<file path="src/rtl/program_memory.sv">
// Byte-wide program memory with a serial load FSM and big-endian word reads.
// Define IMEM_ALIGN_CHECK_EN to reject misaligned read addresses.
module program_memory #(
    parameter int MEMORY_WIDTH   = 8,
    parameter int MEMORY_DEPTH   = 64,
    parameter int NB_ADDR        = 32,
    parameter int NB_INSTRUCTION = 32
) (
    input  logic                            i_clock,
    input  logic                            i_reset,
    input  logic                            i_read_enable,
    input  logic [NB_ADDR-1:0]              i_read_addr,
    output logic [NB_INSTRUCTION-1:0]       o_read_data,
    output logic                            o_read_error,
    input  logic                            i_load_start,
    input  logic                            i_load_valid,
    input  logic [MEMORY_WIDTH-1:0]         i_load_byte,
    input  logic                            i_load_end,
    output logic                            o_load_ready,
    output logic                            o_load_done,
    output logic [$clog2(MEMORY_DEPTH):0]   o_load_count
);

    localparam int AW = $clog2(MEMORY_DEPTH);
    localparam int CW = AW + 1;

    typedef enum logic [1:0] {
        S_IDLE,
        S_LOAD,
        S_DONE
    } state_t;

    state_t                    r_state;
    state_t                    w_state_next;
    logic [CW-1:0]             r_count;
    logic [CW-1:0]             w_count_next;
    logic                      w_mem_we;
    logic [MEMORY_WIDTH-1:0]   r_mem [MEMORY_DEPTH];
    logic [NB_INSTRUCTION-1:0] r_read_data;
    logic                      r_read_error;

    logic [NB_ADDR-1:0]        w_addr;
    logic                      w_misaligned;
    logic                      w_range_err;
    logic [AW-1:0]             w_idx;
    logic [NB_INSTRUCTION-1:0] w_word;

    always_ff @(posedge i_clock) begin
        if (i_reset) begin
            r_state <= S_IDLE;
            r_count <= '0;
        end else begin
            r_state <= w_state_next;
            r_count <= w_count_next;
        end
    end

    always_comb begin
        w_state_next = r_state;
        w_count_next = r_count;
        w_mem_we     = 1'b0;
        unique case (r_state)
            S_IDLE, S_DONE: begin
                if (i_load_start) begin
                    w_state_next = S_LOAD;
                    w_count_next = '0;
                end
            end
            S_LOAD: begin
                // A restart wins over any byte offered in the same cycle.
                if (i_load_start) begin
                    w_count_next = '0;
                end else begin
                    if (i_load_valid) begin
                        w_mem_we     = 1'b1;
                        w_count_next = r_count + CW'(1);
                        if (r_count == CW'(MEMORY_DEPTH - 1)) begin
                            w_state_next = S_DONE;
                        end
                    end
                    if (i_load_end) begin
                        w_state_next = S_DONE;
                    end
                end
            end
            default: begin
                w_state_next = S_IDLE;
            end
        endcase
    end

    // Storage has no reset so a program survives a reset.
    always_ff @(posedge i_clock) begin
        if (w_mem_we && !i_reset) begin
            r_mem[r_count[AW-1:0]] <= i_load_byte;
        end
    end

`ifdef IMEM_ALIGN_CHECK_EN
    assign w_addr       = i_read_addr;
    assign w_misaligned = |i_read_addr[1:0];
`else
    assign w_addr       = i_read_addr & ~NB_ADDR'(3);
    assign w_misaligned = 1'b0;
`endif

    assign w_range_err = (w_addr > NB_ADDR'(MEMORY_DEPTH - 4));
    assign w_idx       = w_addr[AW-1:0];
    assign w_word      = {r_mem[w_idx],
                          r_mem[w_idx + AW'(1)],
                          r_mem[w_idx + AW'(2)],
                          r_mem[w_idx + AW'(3)]};

    always_ff @(posedge i_clock) begin
        if (i_reset) begin
            r_read_data  <= '0;
            r_read_error <= 1'b0;
        end else if (i_read_enable && r_state != S_LOAD) begin
            if (w_range_err || w_misaligned) begin
                r_read_data  <= '0;
                r_read_error <= 1'b1;
            end else begin
                r_read_data  <= w_word;
                r_read_error <= 1'b0;
            end
        end
    end

    assign o_read_data  = r_read_data;
    assign o_read_error = r_read_error;
    assign o_load_ready = (r_state == S_LOAD);
    assign o_load_done  = (r_state == S_DONE);
    assign o_load_count = r_count;

endmodule

</file>
<file path="config.mk">
export PLATFORM = sky130hd
export DESIGN_NAME = program_memory
export DESIGN_NICKNAME = d
export VERILOG_FILES = /design/src/rtl/program_memory.sv
export SDC_FILE = /design/constraint.sdc
export NUM_CORES = 1
export LEC_CHECK = 0
export CAP_MARGIN = 20
export CORE_AREA = 2 2 159 277
export DETAILED_ROUTE_END_ITERATION = 10
export DIE_AREA = 0 0 161 279
export PLACE_DENSITY = 0.71
export SLEW_MARGIN = 20
export SYNTH_ARGS = -nofsm -noshare
export SYNTH_HDL_FRONTEND = slang
export SYNTH_SLANG_ARGS = --single-unit
</file>
<file path="constraint.sdc">
create_clock -name i_clock -period 2.9 [get_ports i_clock]
set_input_delay 0.29 -clock i_clock [delete_from_list [all_inputs] [get_ports i_clock]]
set_output_delay 0.29 -clock i_clock [all_outputs]
set_load 0.05 [all_outputs]
</file>
# Yosys cells after proc, flatten, opt, wreduce, memory -nomap -nowiden
# Memories as Yosys holds them, arrays and structs flattened.
# Index checks and enable logic that the tools add are counted.
# word_totals
reg_bits,42
ramBits,512
input_bits,46
output_inout_bits,42
wordCells,44
mem_count,1
# memory_table
name,depth,width,read_ports,rd_clocked_by_memory_dff,wr,line,text
r_mem,64,8,4,0,1,38,logic [MEMORY_WIDTH-1:0] r_mem [MEMORY_DEPTH];
# classes
addsub,4
n_lt_le_gt_ge,1
eq_ne,9
n_mux,17
n_reduce_logical,8
# op_table
operator,count
> comparator 32 x 6 -> 1 bit (second input constant),1
2-to-1 mux 32 bit,1
2-to-1 mux 7 bit,3
case mux 7 bit (2 select lines),1
adder 6 x 2 -> 6 bit (second input constant),2
2-to-1 mux 2 bit,5
adder 7 x 1 -> 7 bit (second input constant),1
equality test 7 x 6 -> 1 bit (second input constant),1
adder 6 x 1 -> 6 bit (second input constant),1
2-to-1 mux 1 bit,6
inequality test 3 bit (second input constant),2
inequality test 2 bit (second input constant),2
case mux 2 bit (2 select lines),1
AND reduction 4 bit,1
inequality test 3 x 2 -> 1 bit (second input constant),1
AND reduction 3 bit,1
equality test 2 x 1 -> 1 bit (second input constant),1
equality test 2 bit (second input constant),1
logical AND 1 bit,2
zero test 2 bit,1
inequality test 2 x 1 -> 1 bit (second input constant),1
nonzero test 2 bit,1
OR reduction 2 bit,1
zero test 1 bit,1

# Depth between registers and ports, before layout
# Gate-level depths: netlist (run 1).
# depth
depth_word,6
mapped_depth,8
ltp_nobuf,5

# Worst setup path after synthesis (run 1)
# No wires, ideal clock.
# synth_timing
path_kind,register to register
start,"register r_count[0], in the netlist o_load_count[0]"
end,memory r_mem[63][0] (enable)
setup_ns,0.371
arrival_time_ns,1.973
required_ns,2.529
setup_slack_ns,0.556
path_stages_with_launch,5
path_buffers,0
synth_period_minus_slack_ns,2.344
cell_sequence,dfxtp_1 > inv_1 > nor4_1 > nand3_1 > nor2_1
# synth_lines
item,line,text
"start, declared",35,logic [CW-1:0] r_count;
"start signal, assigned",54,r_count <= w_count_next;
"end, declared",38,
# Straight into the memory's write port.

# Worst setup path after layout (run 1)
# layout_timing
start,register r_state[0]
end,output o_load_ready
# layout_via
elab_chain_len,1
# layout_lines
item,line,text
"start, declared",33,state_t r_state;
"start signal, assigned",53,r_state <= w_state_next;
equality test 2 x 1 -> 1 bit,131,assign o_load_ready = (r_state == S_LOAD);
"end, declared",19,"output logic o_load_ready,"
# No other way between the ends.

==> results.json, run 1 <==
{
  "drt-pass1-iter-count": 5,
  "internal-power_mw": 12.7,
  "switching_share": 0.199,
  "drc": 0,
  "synthDominantCellAreaShare": 0.715,
  "cts_root_buffer": "clkbuf_16",
  "fmax_ghz": 0.391,
  "chipWidth_um": 161,
  "start_kind": "flop",
  "rsz0062_at_grt": "false",
  "cp-end-kind": "output pin",
  "post-place-ws_ps": 229,
  "fill_cells": 3121,
  "port-buffer-count": 85,
  "netlist_area_um2": 21500,
  "reg2reg_depth": 6,
  "area_delta_synth_final_pct": 16.7,
  "worst_pin_slew_ps": 877,
  "h-tree-depth": 2,
  "wl_per_cell_um": 24.4,
  "fp.dieArea_um2": 44900,
  "setup_slack_ps": 343,
  "ir_worst_vdd_uv": 477,
  "worst-path-max-fanout": 6,
  "vias_per_cell": 5.69,
  "clock_sinks": 554,
  "synth_cells": 1184,
  "fin_setup_tns_ps": 0,
  "synth_enable_flop_cells": 512,
  "period_needed_ps": 2560,
  "first_global_vias": 11600,
  "ys_ff_latch": 554,
  "synth_area_leaders": "edfxtp_1, mux2i_1, mux4_2",
  "yosys_warnings": 0,
  "clk_pin_slew_ps": 70,
  "die_y_um": 279,
  "hp-class": "primary input to flop",
  "drt_iter0_drc": 764,
  "cts_tree": "done",
  "fin_nets": 1397,
  "synth_top_cells_by_count": "edfxtp_1, mux2i_1, nor2_1",
  "holdWs_ps": 97.0,
  "drv_slew": 0,
  "antenna_found_initial": 0,
  "routed_wl_mm": 47.7,
  "top_level_ports": 88,
  "async_reset_ff_frac": 0,
  "fin_crit_sh": 0.882,
  "drtAntennaViolNets": 0,
  "cp_data_required_time_ps": 2610,
  "grtUsageTotal": 0.214,
  "power_density_nw_per_um2": 630,
  "vias": 11100,
  "grt_overflow": 0,
  "yosysSeqAreaShare": 0.754,
  "syn_area_per_cell_um2": 18.2,
  "grt_pass1_wl_mm": 70.8,
  "grt_max_degree": 65,
  "hold_depth": 1,
  "fin_util": 0.590,
  "start_util": 0.506,
  "status": "completed",
  "synth_most_common_cell": "edfxtp_1",
  "ys.flop_type": "edfxtp_1",
  "dp_hpwl_mm": 31.0,
  "switchingPower_mw": 3.15,
  "pwr-share-seq": 0.552,
  "synth.largest_area_cell": "edfxtp_1",
  "core_region_area_um2": 42500,
  "num_antenna_cells": 0,
  "cap_violations": 0,
  "gp_congestion": 0.806,
  "hold_violations": 0,
  "clk_path_buf_depth": 3,
  "clkPwrFrac": 0.402,
  "crit_arrival_ps": 2270,
  "cts.repair.resized": 0,
  "setup_violations": 0,
  "clock_latency_ps": 570,
  "leakage_nw": 8.42,
  "synth.net_count": 1231,
  "fp-row-count": 100,
  "clock_skew_ps": 14.1,
  "cts_buffers": 46,
  "drive_above_1_share": 0.186,
  "ys_types": 37,
  "ctsHoldBuffers": 0,
  "setup.worst_path.class": "flop to output pin",
  "post-cts-setup-buffers": 0,
  "combPwrFrac": 0.047,
  "timing.slew.headroom": 0.415,
  "worst-r2r-setup-slack_ps": 770
}
final timing paths:
check,start,endpoint
worst min register to register,o_read_data[15],o_read_data[15]
worst max register to register,o_load_count[0],r_mem[61][6]
worst max-delay path,r_state[0],o_load_ready
worst min-delay path,i_load_byte[2],r_mem[35][2]
final cells by class:
| cell class | instances | area, um^2 | share of cell area |
|---|---|---|---|
| clock buffers | 68 | 1340 | 0.0533 |
| clock inverters | 18 | 220 | 0.00877 |
| inverters | 4 | 15.0 | 0.000598 |
| multi-input cells | 557 | 4970 | 0.198 |
| flip-flops and latches | 554 | 16200 | 0.646 |
| well taps | 561 | 702 | 0.0280 |
| repair buffers | 187 | 1630 | 0.0650 |
stage by stage:
stage               std cells  power (mW)  instance area [um^2]
finish                   1949        15.8                 25100
global route             1949        16.2                 25100
CTS                      1949        15.9                 25100
detailed placement       1863        9.64                 23500
global placement         1863        9.62                 23500
floorplan                1184        9.30                 21500
layout by cell type, fill, tap and decap left out, drive strengths merged, types with 10 or more instances in the layout:
master         instances
mux4                  66
mux2i                157
edfxtp               512
clkinv                10
nand2                 44
dfxtp                 42
buf                  114
a22oi                 62
nor2                  76
nor4                  10
clkbuf                68
and2                  33
clkdlybuf4s50         73
o31ai                 31
a21oi                 36
worst max-delay path: stages (launching register included):
cell and delay [ps]:
dfxtp_1 400, or2b_2 390, inv_1 110, clkdlybuf4s50_1 810
per-layer routing:
| metal | vias up | share of wire | wire, um | track usage |
|---|---|---|---|---|
| met3 | 89 | 0.038 | 1820 | 0.0257 |
| met5 | - | 0 | 0 | 0 |
| met4 | 0 | 0.037 | 1750 | 0.0865 |
| met1 | 5701 | 0.35 | 16800 | 0.234 |
| li1 | 5023 | - | - | - |
| met2 | 281 | 0.57 | 27200 | 0.415 |
state kept, by name, indices dropped and copies added, names as in the netlist:
name,count
r_mem,512
o_read_data,32
o_load_count,7
r_state,2
o_read_error,1
kinds of logic (layout without fill, tap and decap cells):
group | count (synthesis) | in the layout | synth area share
DFF | 554 | 554 | 0.754
AOI/OAI and AO/OA | 134 | 134 | 0.0423
adders and majority gates | 1 | 1 | 0.000582
and+or+nand+nor | 192 | 192 | 0.0423
xor gates and xnor gates | 6 | 6 | 0.00244
buffers and inverters | 73 | 277 | 0.0159
muxes | 224 | 224 | 0.143
power groups by stage:
stage,registers [mW],clock network [mW],logic [mW]
floorplan,8.91,0,0.392
global placement,8.90,0,0.726
detailed placement,8.90,0,0.741
CTS,8.72,6.43,0.742
global route,8.72,6.68,0.784
finish,8.72,6.35,0.736
No activity file was read; power rests on OpenSTA's default activity.
==> inputs of run 2 (changes only) <==
--- a/config.mk
+++ b/config.mk
@@ -14,3 +14,4 @@
 export SYNTH_ARGS = -nofsm -noshare
 export SYNTH_HDL_FRONTEND = slang
 export SYNTH_SLANG_ARGS = --single-unit
+export TNS_END_PERCENT = 10
==> constraint.sdc (replaced) <==
create_clock -name i_clock -period 2.9 [get_ports i_clock]
set_input_delay 0.29 -clock i_clock [delete_from_list [all_inputs] [get_ports i_clock]]
set_output_delay 0.29 -clock i_clock [all_outputs]
set_load 0.1 [all_outputs]
==> results.json, run 2 (synthesis results as in run 1) <==
{
  "status": "completed",
  "hp-class": "primary input to flop",
  "critical_path.top_delay_family": "simple AND/OR/NAND/NOR gates",
  "leakage_nw": 8.50,
  "routed_wl_mm": 47.1,
  "start_kind": "primary input",
  "core_region_area_um2": 42500,
  "cp_data_required_time_ps": 3170,
  "critPathMaxStageDelay_ps": 450,
  "ctsHoldBuffers": 1,
  "worstPathCellList": "clkdlybuf4s50_1 -> or2_2 -> nor4_1 -> buf_4 -> nand2_1 -> nor2_1 -> buf_4",
  "cts_buffers": 45,
  "ir_worst_vdd_uv": 452,
  "rsz0062_at_grt": "false",
  "drtAntennaViolNets": 0,
  "num_antenna_cells": 0,
  "chipWidth_um": 161,
  "cts_root_buffer": "clkbuf_16",
  "grtUsageTotal": 0.212,
  "cap_violations": 0,
  "worst-r2r-setup-slack_ps": 890,
  "fin_nets": 1401,
  "crit_arrival_ps": 2360,
  "gp_congestion": 0.805,
  "fp-row-count": 100,
  "post-place-ws_ps": 234,
  "fp.dieArea_um2": 44900,
  "fin_setup_tns_ps": 0,
  "power_density_nw_per_um2": 625,
  "critical_path_buf_inv_count": 3,
  "switching_share": 0.201,
  "cp_common_cell": "buf_4",
  "antenna_found_initial": 0,
  "vias": 11100,
  "timing.slew.headroom": 0.420,
  "clock_skew_ps": 14.3,
  "fin_util": 0.587,
  "clkPwrFrac": 0.392,
  "cts.repair.resized": 0,
  "clock_sinks": 554,
  "drv_slew": 0,
  "fill_cells": 3193,
  "worst-path-max-fanout": 8,
  "grt_overflow": 0,
  "h-tree-depth": 2,
  "setup_slack_ps": 807,
  "drt_iter0_drc": 760,
  "period_needed_ps": 2090,
  "clock_latency_ps": 560,
  "largest_reg_flops": 512,
  "setup.worst_path.class": "primary input to flop",
  "clk_path_buf_depth": 3,
  "top_level_ports": 88,
  "wl_per_cell_um": 24.1,
  "fmax_ghz": 0.478,
  "grt_max_degree": 65,
  "die_y_um": 279,
  "final_common_cell": "edfxtp_1",
  "drive_above_1_share": 0.220,
  "final_cell_mix": "edfxtp_1, mux2i_1, buf_4",
  "worst_pin_slew_ps": 866,
  "drt-pass1-iter-count": 5,
  "port-buffer-count": 85,
  "cts_tree": "done",
  "post-cts-setup-buffers": 0,
  "cp-end-kind": "flop",
  "start_util": 0.506,
  "hold_violations": 0,
  "cpMaxStageDelayCell": "clkdlybuf4s50_1",
  "combPwrFrac": 0.048,
  "clk_pin_slew_ps": 70,
  "area_delta_synth_final_pct": 16.0,
  "switchingPower_mw": 3.14,
  "pwr-share-seq": 0.559,
  "first_global_vias": 11500,
  "vias_per_cell": 5.70,
  "dp_hpwl_mm": 30.9,
  "drc": 0,
  "setup_violations": 0,
  "internal-power_mw": 12.5,
  "fin_crit_sh": 0.722,
  "grt_pass1_wl_mm": 69.7
}
==> run 2: changes by cell type in the layout (fill, tap and decap cells not counted), moves of 2 or more <==
cell,before,now
clkbuf_1,15,13
clkdlybuf4s50_1,73,31
clkinv_1,5,1
inv_6,0,4
clkbuf_16,49,45
buf_4,98,143
==> run 2: per-layer routing <==
| metal | wire length [um] | share of wire | global-route usage | up-vias |
|---|---|---|---|---|
| met5 | 0 | 0 | 0 | - |
| met4 | 1980 | 0.042 | 0.0934 | 0 |
| met3 | 1820 | 0.039 | 0.0273 | 98 |
| met2 | 26900 | 0.57 | 0.412 | 301 |
| met1 | 16400 | 0.35 | 0.225 | 5667 |
| li1 | - | - | - | 5034 |
==> run 2: path summary, 6_finish.rpt <==
check	startpoint	endpoint	depth (start not counted)
worst max-delay path	i_load_start	r_mem[18][5]	7
worst min-delay path	i_load_byte[1]	r_mem[32][1]	1
worst min register to register	o_read_data[14]	o_read_data[14]	2
worst max register to register	r_state[0]	r_mem[18][5]	6
==> run 2: power by group through the flow <==
stage / Sequential (mW) / Combinational [mW] / Clock, mW
after floorplan: 8.91 / 0.397 / 0
after global placement: 8.90 / 0.748 / 0
after detailed placement: 8.90 / 0.762 / 0
after CTS: 8.72 / 0.765 / 6.19
after global routing: 8.72 / 0.806 / 6.46
final: 8.72 / 0.754 / 6.12
==> run 2: area by class of cell <==
| class | instances | area (um^2) | share of cell area |
|---|---|---|---|
| flip-flops and latches | 554 | 16200 | 0.650 |
| multi-input cells | 557 | 4970 | 0.199 |
| repair buffers | 192 | 1580 | 0.0633 |
| clock buffers | 62 | 1230 | 0.0493 |
| well taps | 561 | 702 | 0.0281 |
| clock inverters | 19 | 246 | 0.00987 |
| inverters | 4 | 15.0 | 0.000601 |
==> run 2: metrics by stage <==
step	power [mW]	hold WS (ps)	std cells	area (um^2)
final	15.6	191	1949	25000
after detailed placement	9.66	444	1867	23500
after global routing	16.0	207	1949	25000
after CTS	15.7	193	1949	25000
after global placement	9.64	445	1867	23500
after floorplan	9.31	363	1184	21500
